--- config.mk ---
export PLATFORM = sky130hd
export DESIGN_NAME = chunked_serial_adder
export DESIGN_NICKNAME = d
export VERILOG_FILES = /design/src/rtl/slip_arith_pkg.sv /design/src/rtl/chunked_serial_adder_chunk_full_add.sv /design/src/rtl/chunked_serial_adder.sv
export SDC_FILE = /design/constraint.sdc
export NUM_CORES = 1
export LEC_CHECK = 0
export CAP_MARGIN = 0
export CORE_ASPECT_RATIO = 0.8
export CORE_MARGIN = 2
export CORE_UTILIZATION = 48
export CTS_BUF_LIST = sky130_fd_sc_hd__clkbuf_4 sky130_fd_sc_hd__clkbuf_8
export DETAILED_ROUTE_END_ITERATION = 7
export PLACE_DENSITY = 0.74
export SYNTH_ARGS = -nofsm -noshare
export SYNTH_HDL_FRONTEND = slang
export SYNTH_SLANG_ARGS = --single-unit
--- constraint.sdc ---
create_clock -name MasterClock -period 6.45 [get_ports MasterClock]
set_clock_uncertainty 0.1 [all_clocks]
set_input_delay 0.645 -clock MasterClock [delete_from_list [all_inputs] [get_ports MasterClock]]
set_output_delay 0.645 -clock MasterClock [all_outputs]
set_load 0.005 [all_outputs]
--- src/rtl/slip_arith_pkg.sv ---
// Shared definitions for the Slipstream arithmetic blocks.
//   csa_state_t : control states of the chunked serial adder.
//   nchunk()    : number of chunks a WIDTH-bit word splits into.
//   cntWidth()  : bits needed for a chunk counter (at least 1).
//   *_WIDTH     : word widths shared by the blitter arithmetic paths.
package slip_arith_pkg;

  typedef enum logic [1:0] {
    IDLE = 2'd0,
    RUN  = 2'd1,
    FIN  = 2'd2
  } csa_state_t;

  localparam int ADDR_WIDTH    = 16;
  localparam int STEP_WIDTH    = 16;
  localparam int DEFAULT_CHUNK = 4;

  function automatic int nchunk(input int width, input int chunk);
    return width / chunk;
  endfunction

  // A one-chunk configuration still needs a 1-bit counter register.
  function automatic int cntWidth(input int n);
    return (n > 1) ? $clog2(n) : 1;
  endfunction

endpackage

--- src/rtl/chunked_serial_adder_chunk_full_add.sv ---
// chunk_full_add: combinational CHUNK-bit ripple adder built from half-adder
// cells (two half adders plus an OR per bit).
//   a, b  in  CHUNK  operand slices
//   cin   in  1      carry into bit 0
//   sum   out CHUNK  sum slice
//   cout  out 1      carry out of the top bit
//   cTop  out 1      carry into the top bit (overflow detection)
module chunk_full_add #(
  parameter int CHUNK = 4
) (
  input  logic [CHUNK-1:0] a,
  input  logic [CHUNK-1:0] b,
  input  logic             cin,
  output logic [CHUNK-1:0] sum,
  output logic             cout,
  output logic             cTop
);

  logic [CHUNK:0] carry;

  assign carry[0] = cin;

  generate
    for (genvar gi = 0; gi < CHUNK; gi++) begin : gBit
      logic halfSum;
      logic halfCarryAb;
      logic halfCarryCin;

      // First half adder: a + b.
      assign halfSum      = a[gi] ^ b[gi];
      assign halfCarryAb  = a[gi] & b[gi];
      // Second half adder: partial sum + incoming carry.
      assign sum[gi]      = halfSum ^ carry[gi];
      assign halfCarryCin = halfSum & carry[gi];
      assign carry[gi+1]  = halfCarryAb | halfCarryCin;
    end
  endgenerate

  assign cout = carry[CHUNK];
  assign cTop = carry[CHUNK-1];

endmodule

--- src/rtl/chunked_serial_adder.sv ---
// chunked_serial_adder: multi-cycle WIDTH-bit adder/subtractor that
// processes CHUNK bits per clock, carrying between chunks in a register.
//   MasterClock in  1      clock, rising edge
//   nReset      in  1      asynchronous active-low reset
//   START       in  1      request, accepted in IDLE or FIN
//   A, B        in  WIDTH  operands, latched on accepted START
//   CI          in  1      carry-in (ignored when SUB=1)
//   SUB         in  1      1: A-B, 0: A+B+CI
//   BUSY        out 1      high while chunks are being processed
//   DONE        out 1      single-cycle completion pulse
//   Q           out WIDTH  result, held until the next completion
//   CO          out 1      carry out of MSB (1 = no borrow when subtracting)
//   OV          out 1      signed two's-complement overflow
module chunked_serial_adder
  import slip_arith_pkg::*;
#(
  parameter int WIDTH = 16,
  parameter int CHUNK = 4
) (
  input  logic             MasterClock,
  input  logic             nReset,
  input  logic             START,
  input  logic [WIDTH-1:0] A,
  input  logic [WIDTH-1:0] B,
  input  logic             CI,
  input  logic             SUB,
  output logic             BUSY,
  output logic             DONE,
  output logic [WIDTH-1:0] Q,
  output logic             CO,
  output logic             OV
);

  localparam int NCHUNK = nchunk(WIDTH, CHUNK);
  localparam int CW     = cntWidth(NCHUNK);
  localparam logic [CW-1:0] LAST_CHUNK = CW'(NCHUNK - 1);

  generate
    if (WIDTH % CHUNK != 0) begin : gBadCfg
      $error("chunked_serial_adder: WIDTH must be a multiple of CHUNK");
    end
  endgenerate

  csa_state_t stateReg, stateNext;

  logic [CW-1:0]    counterReg;
  logic             carryReg;
  logic [WIDTH-1:0] aReg;
  logic [WIDTH-1:0] bReg;
  logic [WIDTH-1:0] sumReg;
  logic [WIDTH-1:0] qReg;
  logic             coReg;
  logic             ovReg;

  logic             accept;
  logic             lastChunk;
  logic [CHUNK-1:0] chunkSum;
  logic             chunkCout;
  logic             chunkCTop;
  logic [WIDTH-1:0] sumMerged;

  // FIN accepts a new request just like IDLE, giving back-to-back operation.
  assign accept    = START && (stateReg == IDLE || stateReg == FIN);
  assign lastChunk = (stateReg == RUN) && (counterReg == LAST_CHUNK);

  chunk_full_add #(
    .CHUNK(CHUNK)
  ) uAdd (
    .a   (aReg[int'(counterReg)*CHUNK +: CHUNK]),
    .b   (bReg[int'(counterReg)*CHUNK +: CHUNK]),
    .cin (carryReg),
    .sum (chunkSum),
    .cout(chunkCout),
    .cTop(chunkCTop)
  );

  // Partial sum with the current chunk merged in; on the last chunk this is
  // the complete result, so Q can load it on the edge entering FIN.
  always_comb begin
    sumMerged = sumReg;
    sumMerged[int'(counterReg)*CHUNK +: CHUNK] = chunkSum;
  end

  // State register
  always_ff @(posedge MasterClock or negedge nReset) begin
    if (!nReset) begin
      stateReg <= IDLE;
    end else begin
      stateReg <= stateNext;
    end
  end

  // Next-state logic
  always_comb begin
    stateNext = stateReg;
    case (stateReg)
      IDLE:    stateNext = accept ? RUN : IDLE;
      RUN:     stateNext = lastChunk ? FIN : RUN;
      FIN:     stateNext = accept ? RUN : IDLE;
      default: stateNext = IDLE;
    endcase
  end

  // Output logic
  always_comb begin
    BUSY = 1'b0;
    DONE = 1'b0;
    case (stateReg)
      RUN:     BUSY = 1'b1;
      FIN:     DONE = 1'b1;
      default: ;
    endcase
  end

  // Datapath
  always_ff @(posedge MasterClock or negedge nReset) begin
    if (!nReset) begin
      counterReg <= '0;
      carryReg   <= 1'b0;
      aReg       <= '0;
      bReg       <= '0;
      sumReg     <= '0;
      qReg       <= '0;
      coReg      <= 1'b0;
      ovReg      <= 1'b0;
    end else if (accept) begin
      // Subtraction is A + ~B + 1, so the inverted operand and forced carry
      // are captured here and the chunk loop only ever adds.
      aReg       <= A;
      bReg       <= SUB ? ~B : B;
      carryReg   <= SUB ? 1'b1 : CI;
      counterReg <= '0;
    end else if (stateReg == RUN) begin
      sumReg   <= sumMerged;
      carryReg <= chunkCout;
      if (lastChunk) begin
        qReg  <= sumMerged;
        coReg <= chunkCout;
        ovReg <= chunkCout ^ chunkCTop;
      end else begin
        counterReg <= counterReg + CW'(1);
      end
    end
  end

  assign Q  = qReg;
  assign CO = coReg;
  assign OV = ovReg;

endmodule

Word level (Yosys, flattened, before mapping)
Index checks and enable logic that the tools add are counted.
{"block": "totals", "out_inout_bits": 20, "in_bits": 37, "ff_bits": 71}
{"block": "classes", "n_mux": 13, "n_shift": 4, "n_bitwise": 23, "addsub": 2, "eq_ne": 4, "n_reduce_logical": 9}
{"cell": "$neg A4 Y33", "n": 1}
{"cell": "$shift A4 B33 Y16 const A", "n": 1}
{"cell": "$shiftx A4 B33 Y16", "n": 1}
{"cell": "$shiftx A16 B5 Y4", "n": 2}
{"cell": "$bwmux W16", "n": 1}
{"cell": "$mux W16", "n": 1}
{"cell": "$not A16 Y16", "n": 1}
{"cell": "$xor A1 B1 Y1", "n": 9}
{"cell": "$and A1 B1 Y1", "n": 8}
{"cell": "$mux W2", "n": 4}
{"cell": "$mux W1", "n": 6}
{"cell": "$eq A2 B2 Y1 const B", "n": 2}
{"cell": "$or A1 B1 Y1", "n": 4}
{"cell": "$pmux W2 S2", "n": 1}
{"cell": "$reduce_and A2 Y1", "n": 2}
{"cell": "$reduce_and A3 Y1", "n": 1}
{"cell": "$add A2 B1 Y2 const B", "n": 1}
{"cell": "$eq A2 B1 Y1 const B", "n": 1}
{"cell": "$logic_and A1 B1 Y1", "n": 2}
{"cell": "$logic_not A2 Y1", "n": 1}
{"cell": "$ne A2 B2 Y1 const B", "n": 1}
{"cell": "$reduce_bool A2 Y1", "n": 1}
{"cell": "$reduce_or A2 Y1", "n": 1}
{"cell": "$logic_or A1 B1 Y1", "n": 1}
{"cell": "$not A1 Y1", "n": 1}

Logic depth before layout (Yosys ltp)
Gate-level depths: netlist of the first run.
{"block": "logic_depth", "word_depth": 12, "depth_mapped": 11}

Hierarchy
Synthesis of the first run repeated with hierarchy kept, for this count alone.
{"block": "unflattened", "hier_cells": 307, "hier_area_um2": 3304.4}
{"mod": "chunked_serial_adder", "n_inst": 1, "cells_per_inst": 293, "area_per_inst_um2": 3186.8}
{"mod": "chunk_full_add", "n_inst": 1, "cells_per_inst": 14, "area_per_inst_um2": 117.6}

Worst setup path after synthesis of the first run
No wires, ideal clock.
{"block": "synth_path", "kind": "reg2reg", "from": "register counterReg[0]", "to": "register qReg[11] (netlist: Q[11])", "stages_incl_launch_ff": 12, "period_less_slack_ns": 3.148, "path_buffers": 2, "setup_time_ns": 0.127, "t_arrival_ns": 2.921, "path_slack_ns": 3.302, "required_ns": 6.223, "path_cell_list": "dfrtp_1 > buf_4 > mux4_2 > fa_1 > inv_1 > fa_1 > fa_1 > inv_1 > fa_1 > buf_1 > a221oi_1 > nor2_1"}
{"block": "synth_between", "elab_chain_len": 11}
{"element": "from (decl)", "line_no": "chunked_serial_adder.sv:46", "rtl": "logic [CW-1:0] counterReg;"}
{"element": "from (signal assigned)", "line_no": "chunked_serial_adder.sv:141", "rtl": "counterReg <= counterReg + CW'(1);"}
{"element": "$shiftx A16 B5 Y4, on equally long branches", "line_no": "chunked_serial_adder.sv:69, chunked_serial_adder.sv:70"}
{"element": "$xor A1 B1 Y1", "line_no": "chunked_serial_adder_chunk_full_add.sv:30", "rtl": "assign halfSum = a[gi] ^ b[gi];"}
{"element": "$and A1 B1 Y1", "line_no": "chunked_serial_adder_chunk_full_add.sv:34", "rtl": "assign halfCarryCin = halfSum & carry[gi];"}
{"element": "$or A1 B1 Y1", "line_no": "chunked_serial_adder_chunk_full_add.sv:35", "rtl": "assign carry[gi+1] = halfCarryAb | halfCarryCin;"}
{"element": "$and A1 B1 Y1", "line_no": "chunked_serial_adder_chunk_full_add.sv:34"}
{"element": "$or A1 B1 Y1", "line_no": "chunked_serial_adder_chunk_full_add.sv:35"}
{"element": "$and A1 B1 Y1", "line_no": "chunked_serial_adder_chunk_full_add.sv:34"}
{"element": "$or A1 B1 Y1", "line_no": "chunked_serial_adder_chunk_full_add.sv:35"}
{"element": "$xor A1 B1 Y1", "line_no": "chunked_serial_adder_chunk_full_add.sv:33", "rtl": "assign sum[gi] = halfSum ^ carry[gi];"}
{"element": "$shiftx A4 B33 Y16", "line_no": "chunked_serial_adder.sv:81", "rtl": "sumMerged[int'(counterReg)*CHUNK +: CHUNK] = chunkSum;"}
{"element": "$bwmux W16", "line_no": "chunked_serial_adder.sv:81"}
{"element": "to (signal assigned)", "line_no": "chunked_serial_adder.sv:137", "rtl": "qReg <= sumMerged;"}
{"element": "to (decl)", "line_no": "chunked_serial_adder.sv:51", "rtl": "logic [WIDTH-1:0] qReg;"}
Several ways; a longest one is shown, not always the timed one.
A chain may end at the register's enable or synchronous reset.

Final worst setup path of the first run
Same ends and word-level chain as after synthesis.

==> results.py, run 1 <==
metrics = {
    "floorplan": {
        "pin_count": 57,
        "fp.dieH_um": 76.9,
        "core_area_um2": 6410,
        "die_w_um": 95.1,
        "floorplan.initialDensity_pct": 49.7,
        "row_count": 26,
        "die-area_um2": 7310,
    },
    "global_routing": {
        "grt_pass1_wl_um": 10600,
        "grt_max_degree": 68,
        "grt_pass1_vias": 2209,
        "grtUsageTotal_pct": 19.1,
        "grt_remaining_overflow": 0,
        "antenna_found_initial": 0,
    },
    "job": {
        "drv_cap": 0,
    },
    "setup_path": {
        "start_kind": "flop",
        "path_max_fanout": 16,
        "r2r.worst_path.cells": 9,
        "slowest_stage": "dfrtp_1",
        "critPathCaptureType": "flop",
        "cp_num_buf_inv": 2,
        "crit_required_ns": 6.57,
        "path_cells": "mux4_2 -> fa_1 -> inv_1 -> fa_1 -> fa_1 -> inv_1 -> fa_1 -> a221oi_1 -> nor2_1",
        "critical_path_cell_count": 9,
        "cp-endpoint": "Q[11]$_DFFE_PN0P_",
        "crit_path_start": "counterReg[0]$_DFFE_PN0P_",
        "critPathMaxStageDelay_ns": 0.81,
        "cp_top_family": "adder cells",
        "crit-reg2reg-capture": "Q[11]$_DFFE_PN0P_",
        "criticalPathCategory": "reg2reg",
        "crit_arrival_ns": 3.73,
        "crit_path_frequent_cell": "fa_1",
        "r2r_start": "counterReg[0]$_DFFE_PN0P_",
        "rrSetupSlack_ns": 2.84,
    },
    "synthesis": {
        "ys_seq_area_share_pct": 52.6,
        "yosys.area_share.adder_pct": 4.48,
        "synth_area_um2": 3190,
        "syn_inst": 305,
        "synth_nets": 351,
        "yosysUniqueCellTypes": 35,
        "yosysWarnings": 0,
        "synth_top_family_by_area": "simple AND/OR/NAND/NOR gates",
        "synth_xor_area_share_pct": 4.95,
        "synth_compound_area_share_pct": 11.3,
        "synth.avg_cell_area_um2": 10.4,
        "synthSimpleGateAreaFrac_pct": 16.0,
        "synth.mux.area_fraction_pct": 5.66,
        "yosys_register_bits": 67,
    },
    "finish": {
        "drive_above_1_share_pct": 9.19,
        "fin_area_um2": 3930,
        "fin_nets": 400,
        "fillers": 554,
        "num_antenna_cells": 0,
        "layout_common_cells": "nand2_1 (80), dfrtp_1 (67), clkdlybuf4s50_1 (55), nor2_1 (23), o21ai_0 (18)",
        "final_common_cell": "nand2_1",
        "syn_to_final_growth_pct": 23.3,
        "fin_util_pct": 61.3,
    },
    "clocking": {
        "cts_buffers": 9,
        "cts_hold_buffers": 0,
        "cts.clk_slew.worst_paths_ns": 0.07,
        "clk_path_buf_depth": 2,
        "cts-resized-gates": 0,
        "cts_setup_buffers": 0,
        "clkLatencyLatePin_ns": 0.34,
        "cts_tree": "done",
        "cts_root_buf": "clkbuf_8",
        "clkSinkCount": 67,
        "htreeDepth": 3,
    },
    "power": {
        "leakage_nw": 1.79,
        "ir_drop_uv": 244,
        "power_density_nw_per_um2": 505,
    },
    "sta": {
        "max_freq_mhz": 277,
        "finalSetupViolCount": 0,
        "setup_tns_ns": 0,
        "finalCriticalPeriod_ns": 3.61,
        "fin_ws_ns": 2.84,
        "slew_violations": 0,
        "relSlewSlack_pct": 20.6,
        "hold_violations": 0,
        "tightest_slew_ns": 1.18,
        "grt_setup_unrepaired": "no",
        "timing.final.crit_share_pct": 55.9,
    },
    "hold_path": {
        "holdPathStages": 2,
        "hold_path_class": "reg2reg",
    },
    "drt": {
        "dr_total_vias": 2288,
        "viasPerCell": 5.16,
        "ant_nets": 0,
        "drt_iter0_drc": 90,
        "first_pass_iters": 4,
        "routedWlPerCell_um": 14.4,
        "drt_wl_total_um": 6360,
        "drcViolationCount": 0,
    },
    "place": {
        "io_buffers": 56,
        "dp.final_hpwl_um": 4420,
        "dpl_worst_slack_ns": 2.84,
        "place_congestion": 0.794,
        "post_dp_cell_area_um2": 3760,
    },
    "outcome": {
        "outcome": "finished clean",
    },
}
-- worst min path at each step --
| stage | startpoint | end | slack, ns |
|---|---|---|---|
| finish | aReg[3]$_DFFE_PN0P_ | aReg[3]$_DFFE_PN0P_ | 0.38 |
| global route | aReg[14]$_DFFE_PN0P_ | aReg[14]$_DFFE_PN0P_ | 0.40 |
| CTS | aReg[3]$_DFFE_PN0P_ | aReg[3]$_DFFE_PN0P_ | 0.38 |
| detailed placement | aReg[3]$_DFFE_PN0P_ | aReg[3]$_DFFE_PN0P_ | 0.37 |
| global placement | aReg[9]$_DFFE_PN0P_ | aReg[9]$_DFFE_PN0P_ | 0.36 |
| floorplan | nReset | CO$_DFFE_PN0P_ | 0.25 |
-- synthesized netlist by cell type, drive strengths merged --
cell type / count / area, um^2
a21oi: 5 / 25.0
a221oi: 10 / 87.6
a22o: 6 / 52.6
a31oi: 1 / 6.26
a32o: 4 / 40.0
and2: 1 / 6.26
and4b: 1 / 10.0
and4bb: 1 / 12.5
buf: 14 / 75.1
clkbuf: 6 / 27.5
dfrtp: 67 / 1680
fa: 4 / 80.1
ha: 5 / 62.6
inv: 15 / 56.3
mux4: 8 / 180
nand2: 80 / 300
nand2b: 3 / 18.8
nand3b: 1 / 20.0
nor2: 23 / 86.3
nor2b: 2 / 12.5
nor3: 2 / 15.0
nor3b: 1 / 7.51
nor4bb: 1 / 10.0
o21ai: 21 / 113
o2bb2ai: 4 / 35.0
or3: 1 / 11.3
xnor2: 17 / 149
xor2: 1 / 8.76
-- where the power goes --
part           switching (W)  internal, W  leakage [nW]  total, W
clock               0.000146     0.000155        0.0948  0.000301
sequential          0.000129     0.000599         0.847  0.000728
combinational       0.000526     0.000429         0.850  0.000955
-- per-stage QoR --
stage | hold slack, ns | std cells | total power (W)
6_report | 0.379 | 443 | 0.00198
5_1_grt | 0.397 | 443 | 0.00214
4_1_cts | 0.384 | 443 | 0.00200
3_5_place_dp | 0.367 | 427 | 0.00169
3_3_place_gp | 0.355 | 427 | 0.00166
2_1_floorplan | 0.249 | 305 | 0.00135
-- worst min-delay path: stages, from the launching register on --
cell,delay [ns]
dfrtp_1,0.34
nand2_1,0.05
nand2_1,0.05
-- logic make-up after synthesis --
| family | count (synthesis) |
|---|---|
| and+or+nand+nor | 117 |
| DFF | 67 |
| AOI/OAI and AO/OA | 51 |
| buffers and inverters | 35 |
| xor gates and xnor gates | 18 |
| adders and majority gates | 9 |
| muxes | 8 |
-- registers in the layout, summed over array words and instances (netlist names) --
name,cells
stateReg,2
sumReg,12
OV,1
Q,16
CO,1
aReg,16
counterReg,2
carryReg,1
bReg,16
-- metal layers --
metal | vias up | track usage, % | part of all wire, %
met5 | - | 0 | 0
met4 | 0 | 6.09 | 1.2
met3 | 9 | 6.19 | 4.9
met2 | 62 | 28.9 | 47
met1 | 1101 | 26.3 | 47
li1 | 1116 | - | -
-- final cells by class --
type / instances / area (um^2) / share of cell area, %
Inverter: 15 / 56.3 / 1.43
Clock inverter: 3 / 15.0 / 0.382
Tap cell: 84 / 105 / 2.68
Timing Repair Buffer: 58 / 571 / 14.5
Sequential cell: 67 / 1680 / 42.7
Clock buffer: 13 / 154 / 3.92
Multi-Input combinational cell: 203 / 1350 / 34.4
Note: power is estimated with default switching activity, not from simulation.
==> run 2: changes to the inputs <==
--- a/config.mk
+++ b/config.mk
@@ -11,7 +11,7 @@
 export CORE_UTILIZATION = 48
 export CTS_BUF_LIST = sky130_fd_sc_hd__clkbuf_4 sky130_fd_sc_hd__clkbuf_8
 export DETAILED_ROUTE_END_ITERATION = 7
-export PLACE_DENSITY = 0.74
+export PLACE_DENSITY = 0.77
 export SYNTH_ARGS = -nofsm -noshare
 export SYNTH_HDL_FRONTEND = slang
 export SYNTH_SLANG_ARGS = --single-unit
==> constraint.sdc (replaced) <==
create_clock -name MasterClock -period 3.3 [get_ports MasterClock]
set_clock_uncertainty 0.1 [all_clocks]
set_input_delay 0.33 -clock MasterClock [delete_from_list [all_inputs] [get_ports MasterClock]]
set_output_delay 0.33 -clock MasterClock [all_outputs]
set_load 0.005 [all_outputs]
==> results.py, run 2 (synthesis gave the netlist of run 1 again) <==
metrics = {
    "outcome": {
        "outcome": "finished clean",
    },
    "global_routing": {
        "grt_max_degree": 68,
        "grtUsageTotal_pct": 20.8,
        "grt_pass1_wl_um": 11700,
        "grt_remaining_overflow": 0,
        "grt_pass1_vias": 2457,
        "antenna_found_initial": 0,
    },
    "sta": {
        "hold_slack_ns": 0.0704,
        "setup_tns_ns": 0,
        "finalCriticalPeriod_ns": 3.04,
        "max_freq_mhz": 328,
        "tightest_slew_ns": 0.950,
        "timing.final.crit_share_pct": 92.3,
        "grt_setup_unrepaired": "no",
        "hold_violations": 0,
        "relSlewSlack_pct": 36.7,
        "slew_violations": 0,
        "finalSetupViolCount": 0,
    },
    "place": {
        "dp.final_hpwl_um": 4700,
        "place_congestion": 0.789,
        "io_buffers": 56,
    },
    "drt": {
        "first_pass_iters": 4,
        "dr_total_vias": 2370,
        "drt_iter0_drc": 114,
        "drt_wl_total_um": 6600,
        "ant_nets": 0,
        "drcViolationCount": 0,
        "viasPerCell": 5.29,
        "routedWlPerCell_um": 14.7,
    },
    "finish": {
        "fillers": 549,
        "seq_area_um2": 1680,
        "drive_above_1_share_pct": 11.5,
        "syn_to_final_growth_pct": 25.2,
        "fin_nets": 405,
        "multi_input_area_um2": 1360,
        "final_common_cell": "nand2_1",
        "num_antenna_cells": 0,
        "layout_common_cells": "nand2_1 (80), dfrtp_1 (65), clkdlybuf4s50_1 (55), nor2_1 (23), o21ai_0 (18)",
    },
    "power": {
        "total_power_w": 0.00398,
        "ir_drop_uv": 606,
        "combPwrFrac_pct": 49.6,
        "intPower_w": 0.00237,
        "swShare_pct": 40.4,
        "pwr-share-seq_pct": 35.3,
        "clkPwrFrac_pct": 15.0,
        "leakage_nw": 1.82,
        "power.switching_w": 0.00161,
        "power_density_nw_per_um2": 998,
    },
    "floorplan": {
        "fp.dieH_um": 76.9,
        "floorplan.initialDensity_pct": 49.7,
        "pin_count": 57,
        "die_w_um": 95.1,
        "row_count": 26,
        "core_area_um2": 6410,
        "die-area_um2": 7310,
    },
    "clocking": {
        "cts_buffers": 9,
        "cts_tree": "done",
        "clkLatencyLatePin_ns": 0.34,
        "cts_hold_buffers": 0,
        "clk_path_buf_depth": 2,
        "cts_setup_buffers": 0,
        "cts_root_buf": "clkbuf_8",
        "cts.clk_slew.worst_paths_ns": 0.07,
        "htreeDepth": 3,
        "clkSinkCount": 67,
    },
    "setup_path": {
        "crit_required_ns": 3.42,
        "path_max_fanout": 7,
        "cp_num_buf_inv": 3,
        "path_cells": "buf_4 -> mux4_2 -> inv_1 -> fa_1 -> fa_1 -> inv_1 -> fa_2 -> a221oi_1 -> nor2_1",
        "critPathCaptureType": "flop",
        "slowest_stage": "fa_2",
        "cp_top_family": "adder cells",
        "crit_arrival_ns": 3.17,
        "rrSetupSlack_ns": 0.26,
        "start_kind": "flop",
        "criticalPathCategory": "reg2reg",
        "critPathMaxStageDelay_ns": 0.51,
    },
    "hold_path": {
        "hold_path_class": "in2async",
    },
    "job": {
        "drv_cap": 0,
    },
}
## run 2: path summary, 6_finish.rpt
check                      cells past startpoint                       from                   endpoint
setup / recovery                               9  counterReg[0]$_DFFE_PN0P_           Q[3]$_DFFE_PN0P_
hold / removal                                 2                     nReset           Q[9]$_DFFE_PN0P_
setup reg to reg                               9  counterReg[0]$_DFFE_PN0P_           Q[3]$_DFFE_PN0P_
hold reg to reg                                2        aReg[3]$_DFFE_PN0P_        aReg[3]$_DFFE_PN0P_
max in group asynchronous                      2                     nReset  counterReg[0]$_DFFE_PN0P_
min in group MasterClock                       2        aReg[3]$_DFFE_PN0P_        aReg[3]$_DFFE_PN0P_
## run 2: per-stage QoR
step / instances / setup slack, ns / utilization (%) / cell area (um^2)
after CTS: 448 / 0.0965 / 62.1 / 3980
after detailed placement: 432 / 0.111 / 59.4 / 3810
final: 448 / 0.255 / 62.2 / 3990
after global routing: 448 / 0.0473 / 62.2 / 3990
after global placement: 432 / 0.197 / 59.4 / 3810
after floorplan: 305 / 0.152 / - / 3190
## run 2: cell type report
cell class	count	area share [%]
Tap cell	84	2.63
Clock inverter	3	0.376
Clock buffer	13	3.86
Inverter	15	1.41
Timing Repair Buffer	63	15.6
Multi-Input combinational cell	203	34.1
Sequential cell	67	42.1
## run 2: worst reg2reg max path, cell delays in order (launching register included)
cell      delay (ns)
dfrtp_2         0.46
buf_4           0.16
mux4_2          0.31
inv_1           0.06
fa_1            0.43
fa_1            0.42
inv_1           0.09
fa_2            0.51
a221oi_1        0.31
nor2_1          0.08
## run 2: routing by layer
metal / vias to the layer above / wire [um] / GRT usage, %
met1: 1146 / 2870 / 28.5
met4: 0 / 121 / 8.55
li1: 1126 / - / -
met2: 85 / 3230 / 31.2
met3: 13 / 376 / 5.70
met5: - / 0 / 0
## run 2: power groups by stage
| stage | combinational (W) | clock (W) | sequential, W |
|---|---|---|---|
| floorplan | 0.00130 | 0 | 0.00134 |
| global placement | 0.00191 | 0 | 0.00140 |
| detailed placement | 0.00196 | 0 | 0.00142 |
| CTS | 0.00196 | 0.000614 | 0.00141 |
| global route | 0.00221 | 0.000652 | 0.00146 |
| finish | 0.00197 | 0.000599 | 0.00141 |
## run 2: timing repair
item                       4_1_cts  5_1_grt
resized for setup                0        4
setup endpoints to repair        0        3
hold endpoints to repair         0        0
